===== src/rtl/html_char_streamer_if.sv =====
// html_char_streamer_if
//   Bundles the streamer's control inputs, ROM read port and parser-facing
//   outputs. The streamer uses the slave modport; whatever drives it
//   (frame controller + ROM + parser) uses the master modport.
//   Signals:
//     start, frame_start, pause   control in
//     mem_addr / mem_rdata        synchronous ROM read port (1-cycle latency)
//     char, state_enable          character and enable to the parser
//     busy, done, char_count      status
interface html_char_streamer_if #(
  parameter int ADDR_W = 12,
  parameter int CHAR_W = 8
);
  logic              start;
  logic              frame_start;
  logic              pause;
  logic [ADDR_W-1:0] mem_addr;
  logic [CHAR_W-1:0] mem_rdata;
  logic [CHAR_W-1:0] char;
  logic              state_enable;
  logic              busy;
  logic              done;
  logic [ADDR_W:0]   char_count;

  modport slave (
    input  start, frame_start, pause, mem_rdata,
    output mem_addr, char, state_enable, busy, done, char_count
  );

  modport master (
    output start, frame_start, pause, mem_rdata,
    input  mem_addr, char, state_enable, busy, done, char_count
  );
endinterface


===== src/rtl/html_char_streamer.sv =====
// html_char_streamer
//   Reads a NUL-terminated document from a synchronous character ROM and
//   feeds it one character per cycle to the HTML parser, stalling while the
//   parser asserts pause. After the terminator (or the last addressable
//   character) the pass drains for DRAIN_CYCLES unpaused cycles with
//   state_enable still high, then drops state_enable so the parser clears.
//   Ports:
//     clock, resetn   clock and asynchronous active-low reset
//     bus (slave)     start/frame_start/pause in, ROM port, char,
//                     state_enable, busy, done, char_count out
//   Build option:
//     HTML_STREAM_AUTOREPLAY_EN - in DONE, frame_start restarts the pass.
module html_char_streamer #(
  parameter int ADDR_W       = 12,
  parameter int CHAR_W       = 8,
  parameter int DOC_LEN      = 4096,
  parameter int DRAIN_CYCLES = 2
) (
  input  logic                  clock,
  input  logic                  resetn,
  html_char_streamer_if.slave   bus
);

  typedef enum logic [2:0] {
    S_IDLE, S_PRIME, S_STREAM, S_DRAIN, S_DONE
  } state_t;

  localparam int DW = $clog2(DRAIN_CYCLES + 1);
  localparam logic [ADDR_W-1:0] LAST_ADDR  = ADDR_W'(DOC_LEN - 1);
  localparam logic [DW-1:0]     DRAIN_LAST = DW'(DRAIN_CYCLES - 1);

  state_t            r_state;
  logic [ADDR_W-1:0] r_ptr;
  logic [ADDR_W:0]   r_count;
  logic [DW-1:0]     r_drain;

  logic w_stream, w_nul, w_last, w_advance, w_restart;

  assign w_stream  = (r_state == S_STREAM);
  assign w_nul     = (bus.mem_rdata == '0);
  assign w_last    = (r_ptr == LAST_ADDR);
  assign w_advance = w_stream && !bus.pause && !w_nul && !w_last;

`ifdef HTML_STREAM_AUTOREPLAY_EN
  // frame_start only counts in DONE, so done is always seen for >=1 cycle.
  assign w_restart = bus.start || ((r_state == S_DONE) && bus.frame_start);
`else
  logic w_unused;
  assign w_unused  = bus.frame_start;
  assign w_restart = bus.start;
`endif

  // Look one address ahead on an advancing edge so the ROM's one-cycle
  // latency is hidden and a new character appears every unpaused cycle.
  assign bus.mem_addr     = !w_stream ? '0 : (w_advance ? r_ptr + 1'b1 : r_ptr);
  assign bus.char         = w_stream ? bus.mem_rdata : '0;
  // Decoded straight from the state register so they drop with the async reset.
  assign bus.state_enable = w_stream || (r_state == S_DRAIN);
  assign bus.busy         = (r_state == S_PRIME) || w_stream || (r_state == S_DRAIN);
  assign bus.done         = (r_state == S_DONE);
  assign bus.char_count   = r_count;

  always_ff @(posedge clock or negedge resetn) begin
    if (!resetn) begin
      r_state <= S_IDLE;
      r_ptr   <= '0;
      r_count <= '0;
      r_drain <= '0;
    end else begin
      case (r_state)
        S_IDLE: if (bus.start) begin
          r_state <= S_PRIME;
          r_ptr   <= '0;
          r_count <= '0;
        end
        // Address 0 is presented here; its data lands in the first STREAM cycle.
        S_PRIME: r_state <= S_STREAM;
        S_STREAM: if (!bus.pause) begin
          if (w_nul) begin
            r_state <= S_DRAIN;
            r_drain <= '0;
          end else if (w_last) begin
            // Length limit: the final character is consumed on this edge.
            r_state <= S_DRAIN;
            r_drain <= '0;
            r_count <= r_count + 1'b1;
          end else begin
            r_ptr   <= r_ptr + 1'b1;
            r_count <= r_count + 1'b1;
          end
        end
        // Needs DRAIN_CYCLES consecutive unpaused cycles; any pause restarts it.
        S_DRAIN: begin
          if (bus.pause)                r_drain <= '0;
          else if (r_drain == DRAIN_LAST) begin
            r_state <= S_DONE;
            r_drain <= '0;
          end else                      r_drain <= r_drain + 1'b1;
        end
        S_DONE: if (w_restart) begin
          r_state <= S_PRIME;
          r_ptr   <= '0;
          r_count <= '0;
        end
        default: r_state <= S_IDLE;
      endcase
    end
  end

endmodule


===== src/flat_wrapper.sv =====
// flat-port wrapper written by rule: the top's interface ports become plain ports
module html_char_streamer_flat 
#(
  parameter int ADDR_W       = 12,
  parameter int CHAR_W       = 8,
  parameter int DOC_LEN      = 4096,
  parameter int DRAIN_CYCLES = 2
)
  (clock, resetn, bus_start, bus_frame_start, bus_pause, bus_mem_rdata, bus_mem_addr, bus_char, bus_state_enable, bus_busy, bus_done, bus_char_count);
  html_char_streamer_if #(.ADDR_W(ADDR_W), .CHAR_W(CHAR_W)) bus_i ();
  input  logic clock;
  input  logic resetn;
  input wire logic [$bits(bus_i.start)-1:0] bus_start;
  input wire logic [$bits(bus_i.frame_start)-1:0] bus_frame_start;
  input wire logic [$bits(bus_i.pause)-1:0] bus_pause;
  input wire logic [$bits(bus_i.mem_rdata)-1:0] bus_mem_rdata;
  output wire logic [$bits(bus_i.mem_addr)-1:0] bus_mem_addr;
  output wire logic [$bits(bus_i.char)-1:0] bus_char;
  output wire logic [$bits(bus_i.state_enable)-1:0] bus_state_enable;
  output wire logic [$bits(bus_i.busy)-1:0] bus_busy;
  output wire logic [$bits(bus_i.done)-1:0] bus_done;
  output wire logic [$bits(bus_i.char_count)-1:0] bus_char_count;
  assign bus_i.start = bus_start;
  assign bus_i.frame_start = bus_frame_start;
  assign bus_i.pause = bus_pause;
  assign bus_i.mem_rdata = bus_mem_rdata;
  assign bus_mem_addr = bus_i.mem_addr;
  assign bus_char = bus_i.char;
  assign bus_state_enable = bus_i.state_enable;
  assign bus_busy = bus_i.busy;
  assign bus_done = bus_i.done;
  assign bus_char_count = bus_i.char_count;
  html_char_streamer #(.ADDR_W(ADDR_W), .CHAR_W(CHAR_W), .DOC_LEN(DOC_LEN), .DRAIN_CYCLES(DRAIN_CYCLES)) u_core (.clock(clock), .resetn(resetn), .bus(bus_i));
endmodule

===== config.mk =====
export PLATFORM = sky130hd
export DESIGN_NAME = html_char_streamer_flat
export DESIGN_NICKNAME = d
export VERILOG_FILES = /design/src/rtl/html_char_streamer_if.sv /design/src/rtl/html_char_streamer.sv /design/src/flat_wrapper.sv
export SDC_FILE = /design/constraint.sdc
export NUM_CORES = 1
export LEC_CHECK = 0
export CORE_MARGIN = 1
export CORE_UTILIZATION = 54
export CTS_CLUSTER_DIAMETER = 60
export DETAILED_ROUTE_END_ITERATION = 8
export GPL_TIMING_DRIVEN = 1
export HOLD_SLACK_MARGIN = 0.06
export PLACE_DENSITY = 0.85
export SYNTH_ARGS = -nofsm -noshare
export SYNTH_HDL_FRONTEND = slang
export SYNTH_SLANG_ARGS = --single-unit

===== constraint.sdc =====
create_clock -name clock -period 4.2 [get_ports clock]
set_input_delay 0.84 -clock clock [delete_from_list [all_inputs] [get_ports clock]]
set_output_delay 0.84 -clock clock [all_outputs]
set_load 0.02 [all_outputs]

==> flow_summary.json <==
{
  "outcome": "complete, no violations",
  "area_growth_pct": 29.7,
  "yosysUniqueCellTypes": 55,
  "p_leak_nw": 1.09,
  "grt_pass1_vias": 2030,
  "arrival_ns": 3.18,
  "cts_root_buf": "clkbuf_8",
  "cts_tree": "done",
  "synthesis.nets": 252,
  "dieArea_um2": 4190,
  "power_switching_uw": 580,
  "syn_inst": 237,
  "required_ns": 3.36,
  "peakVddDrop_mv": 0.332,
  "cts_sinks": 30,
  "finalPower_mw": 1.38,
  "fin_tns_setup_ns": 0,
  "switching_share_pct": 42.1,
  "first_iter_violations": 137,
  "die-height_um": 64.7,
  "max_slew_margin_pct": 61.8,
  "power_frac_comb_pct": 49.7,
  "initial_core_util_pct": 57.2,
  "setup_viol": 0,
  "min-delay-start": "u_core.r_drain[1]",
  "yosysWarnings": 0,
  "hold_buffers": 0,
  "hpwlAfterDp_um": 3760,
  "hp-class": "reg2reg",
  "period_share_pct": 95.6,
  "grt_pass1_wl_um": 9270,
  "internal-power_uw": 798,
  "dr.pass1.iters": 4,
  "clk_pin_slew_ns": 0.07,
  "yosysSeqAreaShare_pct": 35.3,
  "netlist_area_um2": 2120,
  "drc_errors": 0,
  "via_per_inst": 6.21,
  "whs_ns": 0.516,
  "rsz0062_at_grt": "no",
  "num_rows": 22,
  "cts_buffer_depth": 2,
  "grt_max_degree": 31,
  "r2r_start": "u_core.r_state[0]",
  "start_kind": "primary input",
  "period_needed_ns": 4.02,
  "startpoint": "bus_pause",
  "max_cap_viol_count": 0,
  "synth.avg_cell_area_um2": 8.96,
  "hold_viol_final": 0,
  "cp_max_fo": 26,
  "track_usage_pct": 28.3,
  "io_pins": 49,
  "worstSetupPathType": "in2out",
  "power.density_nw_per_um2": 500,
  "routabilityCongestion": 0.848,
  "insertion_delay_ns": 0.29,
  "power_frac_clock_pct": 21.3,
  "antenna_found_initial": 0,
  "totalWireLength_um": 5260,
  "seq_power_share_pct": 29.0,
  "cts_made_buffers": 5,
  "wl_per_cell_um": 15.6,
  "end_kind": "output pin",
  "fin_skew_ns": 0.00550,
  "ys_ff_latch": 30,
  "slew_viol_final": 0,
  "final_antenna_net_count": 0,
  "hold_depth": 2,
  "cts_resized": 0,
  "core_area_um2": 3720,
  "worst_pin_slew_ns": 0.571,
  "fp.dieW_um": 64.7,
  "gr-total-overflow": 0,
  "diodes": 0,
  "htreeDepth": 2,
  "via_count": 2093,
  "fmax_mhz": 249,
  "cts_setup_buffers": 0,
  "drive_gt1_share_pct": 11.4,
  "fin_nets": 303,
  "reg2reg_depth": 4,
  "io_buffers": 47
}
layout make-up:
type                    count  area (um^2)
flip-flops and latches     30          751
fillers                   294          960
repair buffers             56          551
well taps                  48         60.1
multi-input cells         186         1250
clock inverters             3         40.0
clock buffers               5         68.8
inverters                   9         33.8
synthesized netlist by cell type, drive strengths merged:
cell type   n  area (um^2)
a32o        1         10.0
o221ai      4         35.0
o311ai      6         52.6
dfrtp      30          751
and2       10         62.6
or3b        2         17.5
ha          2         25.0
o211ai      3         27.5
or3         4         25.0
a21oi      13         65.1
o22ai       1         6.26
o31ai      15          113
nand2      23         88.8
a31o        4         35.0
nor2       14         52.6
clkbuf      1         3.75
a21boi      1         11.3
nand3      13         65.1
nand2b      1         6.26
o21ai      11         70.1
nor4        6         37.5
xnor2       1         8.76
nor2b       4         25.0
nor3        5         36.3
a21o        1         7.51
and4        7         63.8
or2         1         6.26
nor3b       3         32.5
nand4       5         37.5
nor4b       2         32.5
and3        2         12.5
a22o        1         8.76
or4         9         75.1
a31oi       5         46.3
a211o       3         26.3
buf        11         83.8
a221o       2         20.0
inv         9         33.8
nand3b      1         7.51
metrics by stage:
step	setup slack (ns)	utilization [%]	instance area, um^2	cells
3_3_place_gp	0.222	71.2	2650	329
5_1_grt	0.0927	74.2	2760	337
2_1_floorplan	1.05	-	2120	237
6_report	0.184	74.2	2760	337
4_1_cts	0.184	74.2	2760	337
3_5_place_dp	0.198	71.2	2650	329
routing by layer:
metal | GRT usage, % | vias up | wire [um]
met5 | 0 | - | 0
met4 | 8.89 | 0 | 62
met3 | 5.99 | 5 | 293
met2 | 46.4 | 71 | 2480
met1 | 37.0 | 992 | 2430
li1 | - | 1025 | -
power by group through the flow:
stage / sequential (mW) / combinational, mW / clock, mW
3_3_place_gp: 0.401 / 0.668 / 0
4_1_cts: 0.398 / 0.683 / 0.295
3_5_place_dp: 0.404 / 0.677 / 0
2_1_floorplan: 0.404 / 0.416 / 0
6_report: 0.400 / 0.685 / 0.293
5_1_grt: 0.411 / 0.739 / 0.309
flip-flops by register name, summed over array words and instances (netlist names):
name	flops
u_core.bus.char_count	13
u_core.r_ptr	12
u_core.r_state	3
u_core.r_drain	2
path summary, 6_finish.rpt:
path,endpoint,slack (ns)
min in group asynchronous,u_core.bus.char_count[3],0.95
min reg2reg,u_core.r_drain[1],0.52
max,bus_mem_addr[3],0.18
max in group asynchronous,u_core.r_ptr[3],2.97
max reg2reg,u_core.bus.char_count[5],1.99
min,u_core.r_drain[1],0.52
cells by family after synthesis:
| kind of cell | after synthesis | synth area share [%] |
|---|---|---|
| AND/OR/NAND/NOR | 112 | 32.2 |
| XOR/XNOR | 1 | 0.412 |
| buffers and inverters | 21 | 5.71 |
| flip-flops | 30 | 35.3 |
| adder cells (fa/ha/maj) | 2 | 1.18 |
| AO/OA/AOI/OAI | 71 | 25.1 |
cell usage in the layout, fill, tap and decap left out, types with 5 or more instances in the layout:
cell type,count
a21oi_1,13
and2_1,10
and4_1,6
buf_4,8
clkbuf_8,5
clkdlybuf4s50_1,47
dfrtp_1,30
inv_1,9
nand2_1,22
nand3_1,13
nor2_1,14
nor4_1,6
o21ai_0,7
o311ai_0,6
o31ai_1,15
or4_1,7
critical path, cell delays in order:
cell and delay [ns]:
clkdlybuf4s50_1 0.46, nor4b_4 0.29, o21ai_2 0.12, buf_12 0.17, or4_1 0.50, a21oi_1 0.17
clkdlybuf4s50_1 0.62
(Power assumes the default switching activity.)
